**config.mk**
```make
export PLATFORM = sky130hd
export DESIGN_NAME = mpsoc_ahb3_ext_arbiter_flat
export DESIGN_NICKNAME = d
export VERILOG_FILES = /design/src/rtl/mpsoc_ahb3_ext_arbiter_if.sv /design/src/rtl/mpsoc_ahb3_ext_arbiter.sv /design/src/flat_wrapper.sv
export SDC_FILE = /design/constraint.sdc
export NUM_CORES = 1
export LEC_CHECK = 0
export CAP_MARGIN = 10
export CORE_AREA = 2 2 131 133
export CTS_BUF_LIST = sky130_fd_sc_hd__clkbuf_4 sky130_fd_sc_hd__clkbuf_8
export DETAILED_ROUTE_END_ITERATION = 6
export DIE_AREA = 0 0 133 135
export PLACE_DENSITY_LB_ADDON = 0.3
export SLEW_MARGIN = 10
export SYNTH_ARGS = -nofsm -noshare
export SYNTH_HDL_FRONTEND = slang
export SYNTH_SLANG_ARGS = --single-unit
export TNS_END_PERCENT = 20
```
**constraint.sdc**
```tcl
create_clock -name clk -period 9.1 [get_ports clk]
set_input_delay 2.73 -clock clk [delete_from_list [all_inputs] [get_ports clk]]
set_output_delay 2.73 -clock clk [all_outputs]
set_load 0.02 [all_outputs]
```
**src/rtl/mpsoc_ahb3_ext_arbiter_if.sv**
```systemverilog
// ----------------------------------------------------------------------------
// mpsoc_ahb3_ext_arbiter_if
// AHB3-Lite link used on every side of the external-port arbiter.
//
// Signals:
//   HSEL, HADDR, HWDATA, HWRITE, HSIZE, HBURST, HPROT, HTRANS, HMASTLOCK
//                 address/data-phase request, driven by the bus master
//   HRDATA        read data returned to the master
//   HREADY        ready: on a master link it is the ready returned to the
//                 master; on the slave link it is the ready broadcast to the
//                 slave by the arbiter
//   HREADYOUT     slave ready output (used on the slave link only)
//   HRESP         transfer response
//
// Modports:
//   master  the side that issues transfers (arbiter towards the slave)
//   slave   the side that answers transfers (arbiter towards each master)
// ----------------------------------------------------------------------------
interface mpsoc_ahb3_ext_arbiter_if #(
    parameter int PLEN = 32,
    parameter int XLEN = 32
);
    logic            HSEL;
    logic [PLEN-1:0] HADDR;
    logic [XLEN-1:0] HWDATA;
    logic            HWRITE;
    logic [2:0]      HSIZE;
    logic [2:0]      HBURST;
    logic [3:0]      HPROT;
    logic [1:0]      HTRANS;
    logic            HMASTLOCK;
    logic [XLEN-1:0] HRDATA;
    logic            HREADY;
    logic            HREADYOUT;
    logic            HRESP;

    modport master (
        output HSEL, HADDR, HWDATA, HWRITE, HSIZE, HBURST, HPROT, HTRANS,
               HMASTLOCK, HREADY,
        input  HRDATA, HREADYOUT, HRESP
    );

    modport slave (
        input  HSEL, HADDR, HWDATA, HWRITE, HSIZE, HBURST, HPROT, HTRANS,
               HMASTLOCK,
        output HRDATA, HREADY, HRESP
    );
endinterface

```
**src/rtl/mpsoc_ahb3_ext_arbiter.sv**
```systemverilog
// ----------------------------------------------------------------------------
// mpsoc_ahb3_ext_arbiter
// Two-master to one-slave AHB3-Lite arbiter. Master 0 is the tile external
// port, master 1 a loader/debug master, the slave a single-port RAM. Each
// master sees an ordinary AHB3-Lite slave; contention is turned into wait
// states by parking the losing address phase in a per-master hold register.
// Arbitration is round-robin per transfer; SEQ/BUSY and locked sequences keep
// the grant with the current owner.
//
// Ports:
//   clk   system clock
//   rst   synchronous active-high reset
//   m0    link from master 0 (arbiter acts as its slave)
//   m1    link from master 1 (arbiter acts as its slave)
//   s     link to the shared slave (arbiter acts as its master)
// ----------------------------------------------------------------------------
module mpsoc_ahb3_ext_arbiter #(
    parameter int PLEN = 32,
    parameter int XLEN = 32
) (
    input  logic                     clk,
    input  logic                     rst,
    mpsoc_ahb3_ext_arbiter_if.slave  m0,
    mpsoc_ahb3_ext_arbiter_if.slave  m1,
    mpsoc_ahb3_ext_arbiter_if.master s
);

    localparam logic [1:0] HTRANS_IDLE   = 2'b00;
    localparam logic [1:0] HTRANS_BUSY   = 2'b01;
    localparam logic [1:0] HTRANS_SEQ    = 2'b11;

    typedef struct packed {
        logic [PLEN-1:0] addr;
        logic            write;
        logic [2:0]      size;
        logic [2:0]      burst;
        logic [3:0]      prot;
        logic [1:0]      trans;
        logic            lock;
    } addr_phase_t;

    addr_phase_t live_0, live_1;
    addr_phase_t hold_0, hold_1;
    addr_phase_t src_0, src_1, owner_src, win_src;

    logic [1:0] pend_q;
    logic       dvalid_q;
    logic       downer_q;
    logic       owner_q;
    logic       rr_q;
    logic       lock_q;

    logic       rdy_0, rdy_1;
    logic [1:0] live_req;
    logic [1:0] req;
    logic       src_sel_0, src_sel_1;
    logic       owner_sel, owner_cont;
    logic       grant, win, flip;
    logic       win_sel;
    logic [1:0] fwd_trans;
    logic       fwd_ok;
    logic [1:0] cap;

    assign live_0 = '{addr: m0.HADDR, write: m0.HWRITE, size: m0.HSIZE,
                      burst: m0.HBURST, prot: m0.HPROT, trans: m0.HTRANS,
                      lock: m0.HMASTLOCK};
    assign live_1 = '{addr: m1.HADDR, write: m1.HWRITE, size: m1.HSIZE,
                      burst: m1.HBURST, prot: m1.HPROT, trans: m1.HTRANS,
                      lock: m1.HMASTLOCK};

    // Ready seen by each master: the slave's own ready while that master owns
    // the data phase, otherwise stalled only while a parked request waits.
    always_comb begin
        rdy_0 = !pend_q[0];
        rdy_1 = !pend_q[1];
        if (dvalid_q && !downer_q) rdy_0 = s.HREADYOUT;
        if (dvalid_q &&  downer_q) rdy_1 = s.HREADYOUT;
    end

    always_comb begin
        live_req[0] = m0.HSEL & m0.HTRANS[1] & rdy_0 & ~pend_q[0];
        live_req[1] = m1.HSEL & m1.HTRANS[1] & rdy_1 & ~pend_q[1];
        req         = pend_q | live_req;

        src_0     = pend_q[0] ? hold_0 : live_0;
        src_1     = pend_q[1] ? hold_1 : live_1;
        src_sel_0 = pend_q[0] | m0.HSEL;
        src_sel_1 = pend_q[1] | m1.HSEL;

        owner_src  = owner_q ? src_1 : src_0;
        owner_sel  = owner_q ? src_sel_1 : src_sel_0;
        owner_cont = owner_sel &&
                     (owner_src.trans == HTRANS_SEQ || owner_src.trans == HTRANS_BUSY);

        grant = 1'b0;
        win   = owner_q;
        flip  = 1'b0;
        if (owner_cont || lock_q) begin
            // Bursts and locked sequences stay with the owner, even if the
            // owner has gone idle: that idle cycle is what releases the lock.
            grant = 1'b1;
            win   = owner_q;
        end else if (req[0] && req[1]) begin
            grant = 1'b1;
            win   = rr_q;
            flip  = 1'b1;
        end else if (req[0]) begin
            grant = 1'b1;
            win   = 1'b0;
        end else if (req[1]) begin
            grant = 1'b1;
            win   = 1'b1;
        end

        win_src   = win ? src_1 : src_0;
        win_sel   = win ? src_sel_1 : src_sel_0;
        fwd_trans = win_sel ? win_src.trans : HTRANS_IDLE;
        fwd_ok    = s.HREADYOUT & grant;

        // A request accepted by its master but not sent on this cycle is parked.
        cap[0] = live_req[0] & ~(fwd_ok & ~win);
        cap[1] = live_req[1] & ~(fwd_ok &  win);
    end

    // Slave side. The request is also masked during reset so a parked
    // transfer cannot reach the slave in the cycle it is being discarded.
    assign s.HSEL      = fwd_ok & ~rst;
    assign s.HTRANS    = (fwd_ok && !rst) ? fwd_trans : HTRANS_IDLE;
    assign s.HADDR     = win_src.addr;
    assign s.HWRITE    = win_src.write;
    assign s.HSIZE     = win_src.size;
    assign s.HBURST    = win_src.burst;
    assign s.HPROT     = win_src.prot;
    assign s.HMASTLOCK = win_src.lock;
    assign s.HWDATA    = downer_q ? m1.HWDATA : m0.HWDATA;
    assign s.HREADY    = s.HREADYOUT;

    // Master side.
    assign m0.HRDATA = s.HRDATA;
    assign m1.HRDATA = s.HRDATA;
    assign m0.HREADY = rdy_0;
    assign m1.HREADY = rdy_1;
    assign m0.HRESP  = (dvalid_q && !downer_q) ? s.HRESP : 1'b0;
    assign m1.HRESP  = (dvalid_q &&  downer_q) ? s.HRESP : 1'b0;

    always_ff @(posedge clk) begin
        if (rst) begin
            pend_q   <= 2'b00;
            dvalid_q <= 1'b0;
            downer_q <= 1'b0;
            owner_q  <= 1'b0;
            rr_q     <= 1'b0;
            lock_q   <= 1'b0;
        end else begin
            if (cap[0])
                pend_q[0] <= 1'b1;
            else if (fwd_ok && !win && pend_q[0])
                pend_q[0] <= 1'b0;

            if (cap[1])
                pend_q[1] <= 1'b1;
            else if (fwd_ok && win && pend_q[1])
                pend_q[1] <= 1'b0;

            if (s.HREADYOUT) begin
                // BUSY and IDLE are forwarded without opening a data phase.
                dvalid_q <= grant & fwd_trans[1];
                downer_q <= win;
                lock_q   <= grant & win_sel & win_src.lock;
                if (grant) owner_q <= win;
                if (flip)  rr_q    <= ~rr_q;
            end
        end
    end

    always_ff @(posedge clk) begin
        if (cap[0]) hold_0 <= live_0;
        if (cap[1]) hold_1 <= live_1;
    end

endmodule

```
**src/flat_wrapper.sv**
```systemverilog
// flat-port wrapper written by rule: the top's interface ports become plain ports
module mpsoc_ahb3_ext_arbiter_flat 
#(
    parameter int PLEN = 32,
    parameter int XLEN = 32
)
  (clk, rst, m0_HSEL, m0_HADDR, m0_HWDATA, m0_HWRITE, m0_HSIZE, m0_HBURST, m0_HPROT, m0_HTRANS, m0_HMASTLOCK, m0_HRDATA, m0_HREADY, m0_HRESP, m1_HSEL, m1_HADDR, m1_HWDATA, m1_HWRITE, m1_HSIZE, m1_HBURST, m1_HPROT, m1_HTRANS, m1_HMASTLOCK, m1_HRDATA, m1_HREADY, m1_HRESP, s_HSEL, s_HADDR, s_HWDATA, s_HWRITE, s_HSIZE, s_HBURST, s_HPROT, s_HTRANS, s_HMASTLOCK, s_HREADY, s_HRDATA, s_HREADYOUT, s_HRESP);
  mpsoc_ahb3_ext_arbiter_if #(.PLEN(PLEN), .XLEN(XLEN)) m0_i ();
  mpsoc_ahb3_ext_arbiter_if #(.PLEN(PLEN), .XLEN(XLEN)) m1_i ();
  mpsoc_ahb3_ext_arbiter_if #(.PLEN(PLEN), .XLEN(XLEN)) s_i ();
  input  logic clk;
  input  logic rst;
  input wire logic [$bits(m0_i.HSEL)-1:0] m0_HSEL;
  input wire logic [$bits(m0_i.HADDR)-1:0] m0_HADDR;
  input wire logic [$bits(m0_i.HWDATA)-1:0] m0_HWDATA;
  input wire logic [$bits(m0_i.HWRITE)-1:0] m0_HWRITE;
  input wire logic [$bits(m0_i.HSIZE)-1:0] m0_HSIZE;
  input wire logic [$bits(m0_i.HBURST)-1:0] m0_HBURST;
  input wire logic [$bits(m0_i.HPROT)-1:0] m0_HPROT;
  input wire logic [$bits(m0_i.HTRANS)-1:0] m0_HTRANS;
  input wire logic [$bits(m0_i.HMASTLOCK)-1:0] m0_HMASTLOCK;
  output wire logic [$bits(m0_i.HRDATA)-1:0] m0_HRDATA;
  output wire logic [$bits(m0_i.HREADY)-1:0] m0_HREADY;
  output wire logic [$bits(m0_i.HRESP)-1:0] m0_HRESP;
  input wire logic [$bits(m1_i.HSEL)-1:0] m1_HSEL;
  input wire logic [$bits(m1_i.HADDR)-1:0] m1_HADDR;
  input wire logic [$bits(m1_i.HWDATA)-1:0] m1_HWDATA;
  input wire logic [$bits(m1_i.HWRITE)-1:0] m1_HWRITE;
  input wire logic [$bits(m1_i.HSIZE)-1:0] m1_HSIZE;
  input wire logic [$bits(m1_i.HBURST)-1:0] m1_HBURST;
  input wire logic [$bits(m1_i.HPROT)-1:0] m1_HPROT;
  input wire logic [$bits(m1_i.HTRANS)-1:0] m1_HTRANS;
  input wire logic [$bits(m1_i.HMASTLOCK)-1:0] m1_HMASTLOCK;
  output wire logic [$bits(m1_i.HRDATA)-1:0] m1_HRDATA;
  output wire logic [$bits(m1_i.HREADY)-1:0] m1_HREADY;
  output wire logic [$bits(m1_i.HRESP)-1:0] m1_HRESP;
  output wire logic [$bits(s_i.HSEL)-1:0] s_HSEL;
  output wire logic [$bits(s_i.HADDR)-1:0] s_HADDR;
  output wire logic [$bits(s_i.HWDATA)-1:0] s_HWDATA;
  output wire logic [$bits(s_i.HWRITE)-1:0] s_HWRITE;
  output wire logic [$bits(s_i.HSIZE)-1:0] s_HSIZE;
  output wire logic [$bits(s_i.HBURST)-1:0] s_HBURST;
  output wire logic [$bits(s_i.HPROT)-1:0] s_HPROT;
  output wire logic [$bits(s_i.HTRANS)-1:0] s_HTRANS;
  output wire logic [$bits(s_i.HMASTLOCK)-1:0] s_HMASTLOCK;
  output wire logic [$bits(s_i.HREADY)-1:0] s_HREADY;
  input wire logic [$bits(s_i.HRDATA)-1:0] s_HRDATA;
  input wire logic [$bits(s_i.HREADYOUT)-1:0] s_HREADYOUT;
  input wire logic [$bits(s_i.HRESP)-1:0] s_HRESP;
  assign m0_i.HSEL = m0_HSEL;
  assign m0_i.HADDR = m0_HADDR;
  assign m0_i.HWDATA = m0_HWDATA;
  assign m0_i.HWRITE = m0_HWRITE;
  assign m0_i.HSIZE = m0_HSIZE;
  assign m0_i.HBURST = m0_HBURST;
  assign m0_i.HPROT = m0_HPROT;
  assign m0_i.HTRANS = m0_HTRANS;
  assign m0_i.HMASTLOCK = m0_HMASTLOCK;
  assign m0_HRDATA = m0_i.HRDATA;
  assign m0_HREADY = m0_i.HREADY;
  assign m0_HRESP = m0_i.HRESP;
  assign m1_i.HSEL = m1_HSEL;
  assign m1_i.HADDR = m1_HADDR;
  assign m1_i.HWDATA = m1_HWDATA;
  assign m1_i.HWRITE = m1_HWRITE;
  assign m1_i.HSIZE = m1_HSIZE;
  assign m1_i.HBURST = m1_HBURST;
  assign m1_i.HPROT = m1_HPROT;
  assign m1_i.HTRANS = m1_HTRANS;
  assign m1_i.HMASTLOCK = m1_HMASTLOCK;
  assign m1_HRDATA = m1_i.HRDATA;
  assign m1_HREADY = m1_i.HREADY;
  assign m1_HRESP = m1_i.HRESP;
  assign s_HSEL = s_i.HSEL;
  assign s_HADDR = s_i.HADDR;
  assign s_HWDATA = s_i.HWDATA;
  assign s_HWRITE = s_i.HWRITE;
  assign s_HSIZE = s_i.HSIZE;
  assign s_HBURST = s_i.HBURST;
  assign s_HPROT = s_i.HPROT;
  assign s_HTRANS = s_i.HTRANS;
  assign s_HMASTLOCK = s_i.HMASTLOCK;
  assign s_HREADY = s_i.HREADY;
  assign s_i.HRDATA = s_HRDATA;
  assign s_i.HREADYOUT = s_HREADYOUT;
  assign s_i.HRESP = s_HRESP;
  mpsoc_ahb3_ext_arbiter #(.PLEN(PLEN), .XLEN(XLEN)) u_core (.clk(clk), .rst(rst), .m0(m0_i), .m1(m1_i), .s(s_i));
endmodule
```
==> results.cfg, run 1 <==
[detailed_routing]
drt_pass1_iterations = 5
avgRoutedWirePerCell_um = 20.08
final_antenna_net_count = 0
via_per_inst = 4.928
route.detailed.drc = 0
drt_first_iter_violations = 247
vias = 4031
drt-total-wl_mm = 16.43

[floorplan]
start_util = 0.3498
die_y_um = 135
die_area_mm2 = 0.01796
core-area_mm2 = 0.01641
die_w_um = 133
rows = 47
ios = 342

[cts]
cts_hold_buf = 0
cts_resized = 0
clk_path_buf_depth = 2
numCtsBuffers = 9
htreeDepth = 3
root_buffer = clkbuf_8
tritoncts = built
cts_setup_buffers = 0
clk_pin_slew_ns = 0.09
clock_sinks = 99
clkLatencyLatePin_ns = 0.38

[synthesis]
netlist_instances = 419
syn_area_per_cell_um2 = 13.70
ys_seq_area_frac = 0.5058
synth_cell_types = 43
synthesis.area_mm2 = 0.005739
synth_most_common_cell = mux2i_1
synth_top_area_frac = 0.4814
synth_seq_cells = 99
synth_warnings = 0
synth.area.top_cells = edfxtp_1 (48%), mux2i_1 (23%), buf_4 (8.9%), mux2_2 (6.3%), dfxtp_1 (2.4%)
ys_top_cells_by_count = mux2i_1 (131), edfxtp_1 (92), buf_4 (68)
async_flop_share = 0
synth_top_area_cell = edfxtp_1
synth_edf_count = 92
synth_nets = 613
synthFlopType = edfxtp_1

[worst_setup_path]
critical_path_class = in2out
path_max_fanout = 10
worstSetupEndpointType = primary output
cp.required_ns = 6.37
start_kind = input pin
worstPathArrival_ns = 5.59

[timing]
fin_crit_sh = 0.9139
timing.final.hold_violations = 0
clock_skew_ns = 0.01429
min_period_ns = 8.317
fin_tns_setup_ns = 0
worst_pin_slew_ns = 1.240
slew_violations = 0
fmax_ghz = 0.1202
final-setup-viol-count = 0
slew-limit-headroom = 0.1734
rsz0062_at_grt = false

[layout]
nNetsFinal = 787
post-route-cell-area_mm2 = 0.008056
num-fill-cells = 1420
num_antenna_cells = 0
area_delta_synth_final_pct = 40.38
drive_above_1_share = 0.1104

[power]
p_comb_frac = 0.312
cellInternalPower_w = 0.0008649
p_sw_w = 0.0003551
vdd_ir_drop_max_v = 0.00009899
p_leak_nw = 2.700
clkPwrFrac = 0.236
sw_frac_of_total = 0.2911
pwr-share-seq = 0.452
power.density_mw_per_mm2 = 151.4

[run]
cap_violations = 0

[placement]
place.gp.congestion = 0.8375
place_area_mm2 = 0.007859
port_buffers = 245
dpl.hpwl_mm = 12.12

[grt]
grt_max_degree = 57
grt_pass1_wl_mm = 24.43
grt_use_total = 0.1780
grt_pass1_vias = 4344
grt_overflow = 0
antenna_found_initial = 0

[status]
outcome = complete, no violations

[min_path]
hold_path_class = reg2reg
## power groups by stage
stage	registers (W)	clock network (W)	logic, W
4_1_cts	0.000552	0.000299	0.000384
3_5_place_dp	0.000562	0	0.000382
5_1_grt	0.000556	0.000317	0.000403
6_report	0.000552	0.000288	0.000380
3_3_place_gp	0.000562	0	0.000379
2_1_floorplan	0.000544	0	0.000252
## final timing paths
check,cells after the start,from,end,slack [ns]
max reg2reg,5,u_core.pend_q[1],u_core.hold_1[32],5.75
min reg2reg,2,u_core.rr_q,u_core.rr_q,0.53
min,2,u_core.rr_q,u_core.rr_q,0.53
max,7,s_HREADYOUT,s_HTRANS[1],0.78
## worst max-delay path, stage by stage
cell and delay [ns]:
clkdlybuf4s50_1 0.68, nand3b_4 0.23, a21oi_2 0.08, o31ai_1 0.62
a221oi_2 0.14, nor3_1 0.40, clkdlybuf4s50_1 0.70
## sequential cells by signal, indices dropped and copies added (netlist names)
name	flops
u_core.owner_q	1
u_core.rr_q	1
u_core.pend_q	2
u_core.lock_q	1
u_core.hold_1	46
u_core.dvalid_q	1
u_core.hold_0	46
u_core.downer_q	1
## cells by family after synthesis
group,synth area share
flops,0.5058
compound gates,0.04709
xor+xnor,0.001526
mux,0.2913
simple gates,0.03619
buf+inv,0.1182
## area by class of cell
| type | instances | area (µm²) | share of cell area |
|---|---|---|---|
| multi-input cells | 229 | 2160 | 0.2681 |
| flip-flops and latches | 99 | 2910 | 0.3612 |
| clock inverters | 6 | 66.31 | 0.008231 |
| clock buffers | 10 | 131.4 | 0.01631 |
| repair buffers | 249 | 2495 | 0.3097 |
| well taps | 220 | 275.3 | 0.03417 |
| inverters | 5 | 18.77 | 0.002330 |
## metrics by stage
step	instances	util	hold slack [ns]	setup slack (ns)	total power, W
after CTS	818	0.4910	0.5359	0.7634	0.001235
after floorplan	419	-	0.4844	2.119	0.0007951
after detailed placement	802	0.4790	0.5097	0.7785	0.0009444
after global placement	802	0.4790	0.5067	0.8137	0.0009405
after global routing	818	0.4910	0.5838	0.5889	0.001275
final	818	0.4910	0.5263	0.7832	0.001220
## per-layer routing
metal  share of wire  wire length, µm  global-route usage  vias up
li1                -                -                   -     1863
met5               0                0                   0        -
met4           0.025              405             0.06392        0
met2            0.50             8263              0.2988      194
met3           0.077             1260             0.06006       41
met1            0.40             6495              0.2136     1933
## cell usage in the layout (no fill, tap or decap), types with 2 or more instances in the layout
| cell | n |
|---|---|
| nor2_1 | 7 |
| nand3_1 | 3 |
| mux2i_1 | 131 |
| clkinv_4 | 2 |
| nor2b_1 | 2 |
| dfxtp_1 | 5 |
| a21oi_1 | 8 |
| o31ai_1 | 4 |
| clkbuf_8 | 9 |
| edfxtp_1 | 92 |
| nand3b_1 | 2 |
| clkdlybuf4s50_1 | 245 |
| nand2_1 | 9 |
| dfxtp_4 | 2 |
| nand2b_1 | 2 |
| buf_4 | 3 |
| clkinvlp_4 | 2 |
| inv_1 | 5 |
| o211ai_1 | 2 |
| mux2_2 | 32 |
| a21o_1 | 3 |
Note: power is estimated with default switching activity, not from simulation.
==> run 2: changes to the inputs <==
--- a/config.mk
+++ b/config.mk
@@ -5,12 +5,15 @@
 export SDC_FILE = /design/constraint.sdc
 export NUM_CORES = 1
 export LEC_CHECK = 0
+export ABC_AREA = 1
 export CAP_MARGIN = 10
-export CORE_AREA = 2 2 131 133
+export CORE_ASPECT_RATIO = 1.4
+export CORE_MARGIN = 2
+export CORE_UTILIZATION = 36
 export CTS_BUF_LIST = sky130_fd_sc_hd__clkbuf_4 sky130_fd_sc_hd__clkbuf_8
 export DETAILED_ROUTE_END_ITERATION = 6
-export DIE_AREA = 0 0 133 135
 export PLACE_DENSITY_LB_ADDON = 0.3
+export REMOVE_ABC_BUFFERS = 1
 export SLEW_MARGIN = 10
 export SYNTH_ARGS = -nofsm -noshare
 export SYNTH_HDL_FRONTEND = slang
==> constraint.sdc (replaced) <==
create_clock -name clk -period 7.4 [get_ports clk]
set_input_delay 2.22 -clock clk [delete_from_list [all_inputs] [get_ports clk]]
set_output_delay 2.22 -clock clk [all_outputs]
set_load 0.02 [all_outputs]
==> run 2 against run 1 <==
Effect of this change:
- routed wire length grew 18%
- combinational power grew 100%
- synthesized cell count grew 35%
- power grew 51%
- utilization grew 1.2 points
- hold slack lost 0.045 ns
- clock-buffer cell count shrank 1
- final area grew 3.6%
- area after synthesis grew 5.7%
- critical path depth grew 6
- largest power group is now combinational cells
==> results.cfg, run 2 <==
[worst_setup_path]
crit_path_frequent_cell = nand2_1
ff2ff_path_depth = 13
path_max_fanout = 31
cp.required_ns = 5.18
worstPathArrival_ns = 4.79
worstSetupEndpointType = primary output
path_cells = clkdlybuf4s50_1, inv_1, nand3_1, nand3b_1, nand2_1, nand3_4, nand2_4, buf_12, nand2_1, nand2_1, nand3_1, inv_1, clkdlybuf4s50_1
start_kind = input pin
cp.depth = 13
cp_top_family = buffers and inverters
slowest_stage = clkdlybuf4s50_1
critical_path_class = in2out
critPathBufInv = 5
slowest_delay_ns = 0.61

[detailed_routing]
met2_length_mm = 9.216
drt_first_iter_violations = 178
routed.top_layer = met5
avgRoutedWirePerCell_um = 20.56
final_antenna_net_count = 0
drt-total-wl_mm = 19.35
route.detailed.drc = 0
vias = 4777
drt_pass1_iterations = 4
routedLengthMet1_mm = 6.705
via_per_inst = 5.077
route.met3.wl_mm = 2.842

[cts]
cts_resized = 0
clock_sinks = 99
clkLatencyLatePin_ns = 0.37
cts_setup_buffers = 0
clk_pin_slew_ns = 0.09
root_buffer = clkbuf_8
cts_hold_buf = 0
tritoncts = built
htreeDepth = 3
numCtsBuffers = 9
clk_path_buf_depth = 2

[grt]
grt_pass1_vias = 5076
grt_overflow = 0
grt_use_total = 0.2162
antenna_found_initial = 0
grt_pass1_wl_mm = 29.13
grt_max_degree = 49

[synthesis]
ys_seq_area_frac = 0.4786
synth_most_common_cell = nand2_1
synth.area.top_cells = edfxtp_1 (46%), buf_4 (8.2%), nand2_1 (8.0%), o211ai_2 (7.6%), mux2i_1 (7.1%)
synth_seq_cells = 99
synth_cell_types = 30
synth_warnings = 0
synth_edf_count = 92
synthesis.area_mm2 = 0.006065
synthFlopType = edfxtp_1
netlist_instances = 567
ys_top_cells_by_count = nand2_1 (130), edfxtp_1 (92), buf_4 (66)
async_flop_share = 0
syn_area_per_cell_um2 = 10.70
synth_top_area_frac = 0.4555
synth_top_area_cell = edfxtp_1

[layout]
layout_commonest_cell = clkdlybuf4s50_1
reg_top3 = u_core.hold_0: 46 flops, u_core.hold_1: 46 flops, u_core.pend_q: 2 flops
nNetsFinal = 927
num_antenna_cells = 0
layout_common_cells = clkdlybuf4s50_1 (245), nand2_1 (130), edfxtp_1 (92), mux2i_1 (43), or2_2 (43)
area_delta_synth_final_pct = 37.63
drive_above_1_share = 0.2236
final_util = 0.5026

[timing]
min_period_ns = 7.009
clock_skew_ns = 0.01082
fin_tns_setup_ns = 0
worst_pin_slew_ns = 1.155
final-setup-viol-count = 0
fin_crit_sh = 0.9472
fmax_ghz = 0.1427
slew_violations = 0
slew-limit-headroom = 0.2290
rsz0062_at_grt = false
timing.final.hold_violations = 0
worst_hold_slack_ns = 0.4815

[floorplan]
die_y_um = 157.6
ios = 342
die_w_um = 113.7
rows = 56
core-area_mm2 = 0.01661
start_util = 0.3652
die_area_mm2 = 0.01791

[min_path]
min_delay_path_depth = 2
hold_path_class = reg2reg

[run]
cap_violations = 0

[power]
power.density_mw_per_mm2 = 220.4
p_leak_nw = 3.061
vdd_ir_drop_max_v = 0.0001012

[placement]
place.gp.congestion = 0.8780
port_buffers = 245
dpl.hpwl_mm = 14.95

[status]
outcome = complete, no violations
==> run 2: cell count changes after synthesis, sizes merged, moves of 4 or more <==
cell and delta:
mux2 -32, mux2i -88, o211ai +41, a21oi -6, nand3 +9, nor2 +9
buf +8, o31ai -4, or2 +43, inv +15, o21ai +45, nand2 +132
==> run 2: stage by stage <==
stage          worst slack, ns  power [W]  std cells  cell area [µm²]
2_1_floorplan            1.050   0.001095        470             5325
3_3_place_gp            0.4765   0.001466        925             8132
4_1_cts                 0.3778   0.001866        941             8347
6_report                0.3907   0.001839        941             8347
5_1_grt                 0.1723   0.001936        941             8347
3_5_place_dp            0.3802   0.001476        925             8132
==> run 2: cells by family after synthesis <==
family	synth area share
AO/OA/AOI/OAI	0.1481
XOR/XNOR	0.001444
buffers and inverters	0.1347
flip-flops	0.4786
multiplexers	0.07097
AND/OR/NAND/NOR	0.1661
==> run 2: final timing paths <==
check	slack (ns)	from	endpoint
worst min register to register	0.48	u_core.lock_q	u_core.lock_q
worst max register to register	3.50	u_core.pend_q[0]	u_core.hold_1[39]
worst min-delay path	0.48	u_core.lock_q	u_core.lock_q
worst max-delay path	0.39	s_HREADYOUT	s_HTRANS[1]
==> run 2: power by group <==
part           total [W]  switching (W)  leakage [nW]  internal (W)
sequential      0.000682      0.0000241         0.907      0.000657
combinational   0.000772       0.000406          2.04      0.000366
clock           0.000386       0.000195         0.111      0.000190
total            0.00184       0.000625          3.06       0.00121
==> run 2: worst register-to-register path: cells and delay by family, from the launching register on <==
family / cells / cell delay (ns)
DFF: 1 / 0.80
buffers and inverters: 4 / 1.63
and+or+nand+nor: 9 / 1.07
==> run 2: area by class of cell <==
cell class	instances	area, µm²
repair buffers	252	2542
multi-input cells	351	2352
well taps	203	254.0
clock inverters	7	91.34
flip-flops and latches	99	2905
clock buffers	9	123.9
fillers	1555	8259
inverters	20	77.57
==> run 2: per-layer routing <==
| layer | vias to the layer above | track usage |
|---|---|---|
| met1 | 2218 | 0.2181 |
| met4 | 2 | 0.07491 |
| met2 | 299 | 0.3570 |
| li1 | 2221 | - |
| met3 | 37 | 0.1405 |
| met5 | - | 0.04058 |
==> variant 1, RTL diff (settings of run 2) <==
`XLEN` is set to 32 in 3 places; all go to 40.
--- a/src/rtl/mpsoc_ahb3_ext_arbiter_if.sv
+++ b/src/rtl/mpsoc_ahb3_ext_arbiter_if.sv
@@ -18,7 +18,7 @@
 // ----------------------------------------------------------------------------
 interface mpsoc_ahb3_ext_arbiter_if #(
     parameter int PLEN = 32,
-    parameter int XLEN = 32
+    parameter int XLEN = 40
 );
     logic            HSEL;
     logic [PLEN-1:0] HADDR;
--- a/src/rtl/mpsoc_ahb3_ext_arbiter.sv
+++ b/src/rtl/mpsoc_ahb3_ext_arbiter.sv
@@ -16,7 +16,7 @@
 // ----------------------------------------------------------------------------
 module mpsoc_ahb3_ext_arbiter #(
     parameter int PLEN = 32,
-    parameter int XLEN = 32
+    parameter int XLEN = 40
 ) (
     input  logic                     clk,
     input  logic                     rst,
--- a/src/flat_wrapper.sv
+++ b/src/flat_wrapper.sv
@@ -2,7 +2,7 @@
 module mpsoc_ahb3_ext_arbiter_flat 
 #(
     parameter int PLEN = 32,
-    parameter int XLEN = 32
+    parameter int XLEN = 40
 )
   (clk, rst, m0_HSEL, m0_HADDR, m0_HWDATA, m0_HWRITE, m0_HSIZE, m0_HBURST, m0_HPROT, m0_HTRANS, m0_HMASTLOCK, m0_HRDATA, m0_HREADY, m0_HRESP, m1_HSEL, m1_HADDR, m1_HWDATA, m1_HWRITE, m1_HSIZE, m1_HBURST, m1_HPROT, m1_HTRANS, m1_HMASTLOCK, m1_HRDATA, m1_HREADY, m1_HRESP, s_HSEL, s_HADDR, s_HWDATA, s_HWRITE, s_HSIZE, s_HBURST, s_HPROT, s_HTRANS, s_HMASTLOCK, s_HREADY, s_HRDATA, s_HREADYOUT, s_HRESP);
   mpsoc_ahb3_ext_arbiter_if #(.PLEN(PLEN), .XLEN(XLEN)) m0_i ();
Interface: changed (6 resized); port bits go from 342 to 390. The function was not compared with the original's and may differ.
==> variant 1 against run 2 <==
Clock power decreased by 11%; total power decreased by 0.89%; synthesized cell count increased by 6.9%; clock skew about the same; routed wire length increased by 57%; cell area increased by 0.81%; worst hold slack improved by 0.0086 ns; area after synthesis decreased by 2.3%; sequential cell count unchanged; critical path type unchanged; highest routed layer unchanged; worst setup slack got worse by 0.047 ns.
==> variant 1: results (changes against run 2) <==
* Outcome: finished clean
* Worst-margin pin slew at 1.09 ns (-0.0698 ns)
* Fmax at 142 MHz (-0.67%)
* DR WL met2 at 13.4 mm (+45%)
* Met1 Wirelength at 10.2 mm (+52%)
* Largest net degree at the start of global routing at 47 (-4.1%)
* WL/cell at 30.6 µm (+49%)
* Share of layout cells above drive strength 1 at 0.135 (-0.0881)
* Reg clk slew, reported paths at 0.11 ns (+0.02 ns)
* Synth area leaders: edfxtp_1 (47%), buf_4 (10%), nand2_1 (9.6%)
* Filler cell count at 1481 (-4.8%)
* Placed insts at 973 (+5.2%)
* Cell count after synthesis at 606 (+6.9%)
* Worst EP arrival at 4.84 ns (+0.05 ns)
* Detail Route met3 WL at 4.96 mm (+75%)
* DR vias/cell at 5.38 (+6.0%)
* Synth cell count leaders: nand2_1 (151), edfxtp_1 (92), buf_4 (82)
* Post-DP HPWL at 25.5 mm (+70%)
* Number of global-route vias before repair at 5216 (+2.8%)
* Count of cell types in the netlist at 33 (+10%)
* Place WS at 0.346 ns (-0.0339 ns)
* DP Area at 8220 µm² (+1.1%)
* Max incr delay on CP at 0.65 ns (+0.04 ns)
* Worst vdd ir at 0.117 mV (+16%)
* Clock Skews at 0.0104 ns (-0.000439 ns)
* Gpl congestion at 1.02 (+16%)
* First-pass GRT wire length at 40.3 mm (+38%)
* GRT Util Overall at 0.336 (+0.120)
* Seq/Total Area, Yosys at 0.490 (+0.0112)
* Worst reg2reg setup slack at 4.26 ns (+0.76 ns)
* Fin nets at 1003 (+8.2%)
* Pleak at 3.09 nW (+0.79%)
* Drt first pass iters at 7 (+3)
[variant 1: cell families (layout without fill, tap and decap cells)]
kind of cell / count (synthesis) / in the layout / synth area share
compound gates: 96 / 96 / 0.111
buf+inv: 135 / 319 / 0.144
flops: 99 / 99 / 0.490
mux: 45 / 45 / 0.0760
simple gates: 231 / 231 / 0.179
[variant 1: where the power goes]
group | switching (mW) | leakage [nW] | total (mW) | internal (mW)
logic | 0.440 | 2.08 | 0.805 | 0.365
clock network | 0.208 | 0.0952 | 0.342 | 0.134
registers | 0.0169 | 0.907 | 0.675 | 0.659
[variant 1: final cells by class]
type,count,share of cell area
repair buffers,281,0.333
flip-flops and latches,99,0.345
clock buffers,10,0.0156
inverters,22,0.0104
multi-input cells,372,0.258
clock inverters,6,0.00729
well taps,199,0.0296
[variant 1: worst paths after layout]
kind	startpoint	to
worst max register to register	u_core.pend_q[0]	u_core.hold_1[15]
worst max-delay path	s_HREADYOUT	s_HADDR[22]
worst min-delay path	u_core.lock_q	u_core.lock_q
worst min register to register	u_core.lock_q	u_core.lock_q
[variant 1: layer usage]
layer / vias up / track usage
met4: 2 / 0.164
met1: 2425 / 0.369
met2: 477 / 0.514
met3: 49 / 0.202
met5: - / 0.0203
li1: 2369 / -
[variant 1: per-stage QoR]
stage	utilization	hold slack [ns]
floorplan	-	0.448
global placement	0.508	0.482
detailed placement	0.508	0.484
CTS	0.520	0.501
global route	0.520	0.526
finish	0.520	0.490
[variant 1: worst max-delay path: cells and delay by family]
kind / cells / cell delay, ns
AND/OR/NAND/NOR: 6 / 0.62
buffers and inverters: 6 / 1.75
AO/OA/AOI/OAI: 2 / 0.21
==> variant 2, RTL diff (flow settings as in run 2) <==
Without the edit above. Make the reset (`rst`) asynchronous in one clocked block. Comments in the files are not updated.
--- a/src/rtl/mpsoc_ahb3_ext_arbiter.sv
+++ b/src/rtl/mpsoc_ahb3_ext_arbiter.sv
@@ -143,7 +143,7 @@
     assign m0.HRESP  = (dvalid_q && !downer_q) ? s.HRESP : 1'b0;
     assign m1.HRESP  = (dvalid_q &&  downer_q) ? s.HRESP : 1'b0;
 
-    always_ff @(posedge clk) begin
+    always_ff @(posedge clk or posedge rst) begin
         if (rst) begin
             pend_q   <= 2'b00;
             dvalid_q <= 1'b0;
Behaviour: differs if rst is asserted again (counterexample within 4 cycles, from zero or initial values and one cycle with rst high); with rst held inactive, the same outputs for 4 cycles.
==> variant 2 against run 2 <==
Area after synthesis is 6.5% lower; critical path type unchanged; routed wire length is 1.2% higher; utilization is 1.4 points higher; cell area is 4.2% lower; maximum frequency is 0.98% lower; sequential share of layout area is 2.0 points higher; non-clock buffer count is 1 higher; critical endpoint unchanged; worst setup slack worse by 0.069 ns; sequential cell count stayed put; via count is 0.21% lower.
Power is not compared: it rests on default switching activity, and its combinational part moved more than twofold at a synthesized area within 25%.
==> variant 2: results (changes against run 2) <==
* Largest net degree at the start of global routing at 56 (+14%)
* Outcome: finished clean
* Synth area leaders: edfxtp_1 (49%), nand2_1 (9.3%), buf_4 (8.9%)
* Global route overflow at 0 (unchanged)
* DP Area at 7800 µm² (-4.1%)
* Skew-Pair Late Insertion Delay at 0.37 ns (about the same)
* Worst EP arrival at 4.86 ns (+0.07 ns)
* GRT Util Overall at 0.226 (+0.0100)
* EDFF count, synth at 92 (unchanged)
* Htree depth at 3 (unchanged)
* Async SR Flop Fraction at 0.0707 (+0.0707)
* I/O Buffers at 245 (unchanged)
* Drt first pass iters at 4 (unchanged)
* Clock root buffer: clkbuf_8
* Min-Delay Path Class: flip-flop to flip-flop
* Worst path slowest cell: clkdlybuf4s50_1
* Post-DP HPWL at 15.0 mm (+0.63%)
* DRT iter0 DRCs at 286 (+61%)
* Seq/Total Area, Yosys at 0.518 (+0.0392)
* Largest registers: u_core.hold_0: 46 flops, u_core.hold_1: 46 flops, u_core.pend_q: 2 flops
* Clock Skews at 0.0190 ns (+0.00813 ns)
* Fin nets at 926 (-0.11%)
* Max incr delay on CP at 0.61 ns (about the same)
* First-pass GRT wire length at 28.1 mm (-3.7%)
* Worst-margin pin slew at 0.828 ns (-0.326 ns)
* Number of global-route vias before repair at 4915 (-3.2%)
* Gpl congestion at 0.922 (+5.0%)
* Clk buf depth at 2 (unchanged)
* WL/cell at 21.0 µm (+2.1%)
* ANT nets after route at 0 (unchanged)
* Setup bufs post-CTS at 0 (unchanged)
* Count of cell types in the netlist at 28 (-6.7%)
* Max Slew Vio Count at 0 (unchanged)
* Via count at 4767 (-0.21%)
* Yosys warnings at 0 (unchanged)
* Worst vdd ir at 0.291 mV
* CP max FO at 25 (-19%)
* Total CTS buffers at 9 (unchanged)
* Share of layout cells above drive strength 1 at 0.122 (-0.101)
* Synth cell count leaders: nand2_1 (140), edfxtp_1 (92), buf_4 (67)
-- variant 2: cell types whose count changed in the layout (fill, tap and decap cells not counted), moves of 6 or more --
cell      delta
o21ai_1     +38
o21ai_2     -35
o211ai_1    +34
o211ai_2    -34
nand2_1     +10
nand2_2      -6
-- variant 2: final cells by class --
cell class / instances / area [µm²]
flip-flops and latches: 99 / 2940
inverters: 21 / 80.1
clock buffers: 9 / 124
well taps: 196 / 245
clock inverters: 7 / 73.8
repair buffers: 253 / 2520
multi-input cells: 348 / 2010
fillers: 1411 / 7480
-- variant 2: metrics by stage --
stage | hold slack [ns] | TNS, ns | power [mW] | std cells | setup WS (ns)
2_1_floorplan | 0.442 | -10.13 | 1.99 | 468 | -0.128
3_3_place_gp | 0.485 | 0 | 3.04 | 917 | 0.487
3_5_place_dp | 0.477 | 0 | 3.05 | 917 | 0.351
4_1_cts | 0.494 | 0 | 3.43 | 933 | 0.345
5_1_grt | 0.501 | 0 | 3.60 | 933 | 0.102
6_report | 0.500 | 0 | 3.39 | 933 | 0.321
-- variant 2: final timing paths --
check                            startpoint                 to  slack (ns)  depth (start not counted)
max                             s_HREADYOUT        s_HTRANS[1]        0.32                         14
min                             u_core.rr_q        u_core.rr_q        0.50                          1
max reg2reg                u_core.pend_q[0]  u_core.hold_1[25]        3.86                         13
min reg2reg                     u_core.rr_q        u_core.rr_q        0.50                          1
max in group asynchronous               rst   u_core.pend_q[1]        5.07                          2
min in group asynchronous               rst    u_core.dvalid_q        2.11                          2
-- variant 2: report_power, final --
group	switching, mW	internal, mW
Sequential	0.0579	0.708
Combinational	1.29	0.979
Clock	0.199	0.159
Total	1.54	1.85
-- variant 2: logic make-up (layout without fill, tap and decap cells) --
family / Yosys count / in the layout / synth area share
buffers and inverters: 117 / 290 / 0.131
and+or+nand+nor: 214 / 214 / 0.169
muxes: 44 / 44 / 0.0776
xor gates and xnor gates: 1 / 1 / 0.00154
DFF: 99 / 99 / 0.518
AOI/OAI and AO/OA: 89 / 89 / 0.103
-- variant 2: critical path, delay by kind of cell --
kind | cells | cell delay (ns)
buffers and inverters | 4 | 1.52
AND/OR/NAND/NOR | 10 | 1.11
-- variant 2: per-layer routing --
metal / GRT usage / share of wire / vias up
li1: - / - / 2217
met1: 0.259 / 0.39 / 2239
met2: 0.373 / 0.46 / 289
met3: 0.120 / 0.14 / 20
met4: 0.0423 / 0.017 / 2
met5: 0.0342 / 0.0023 / -
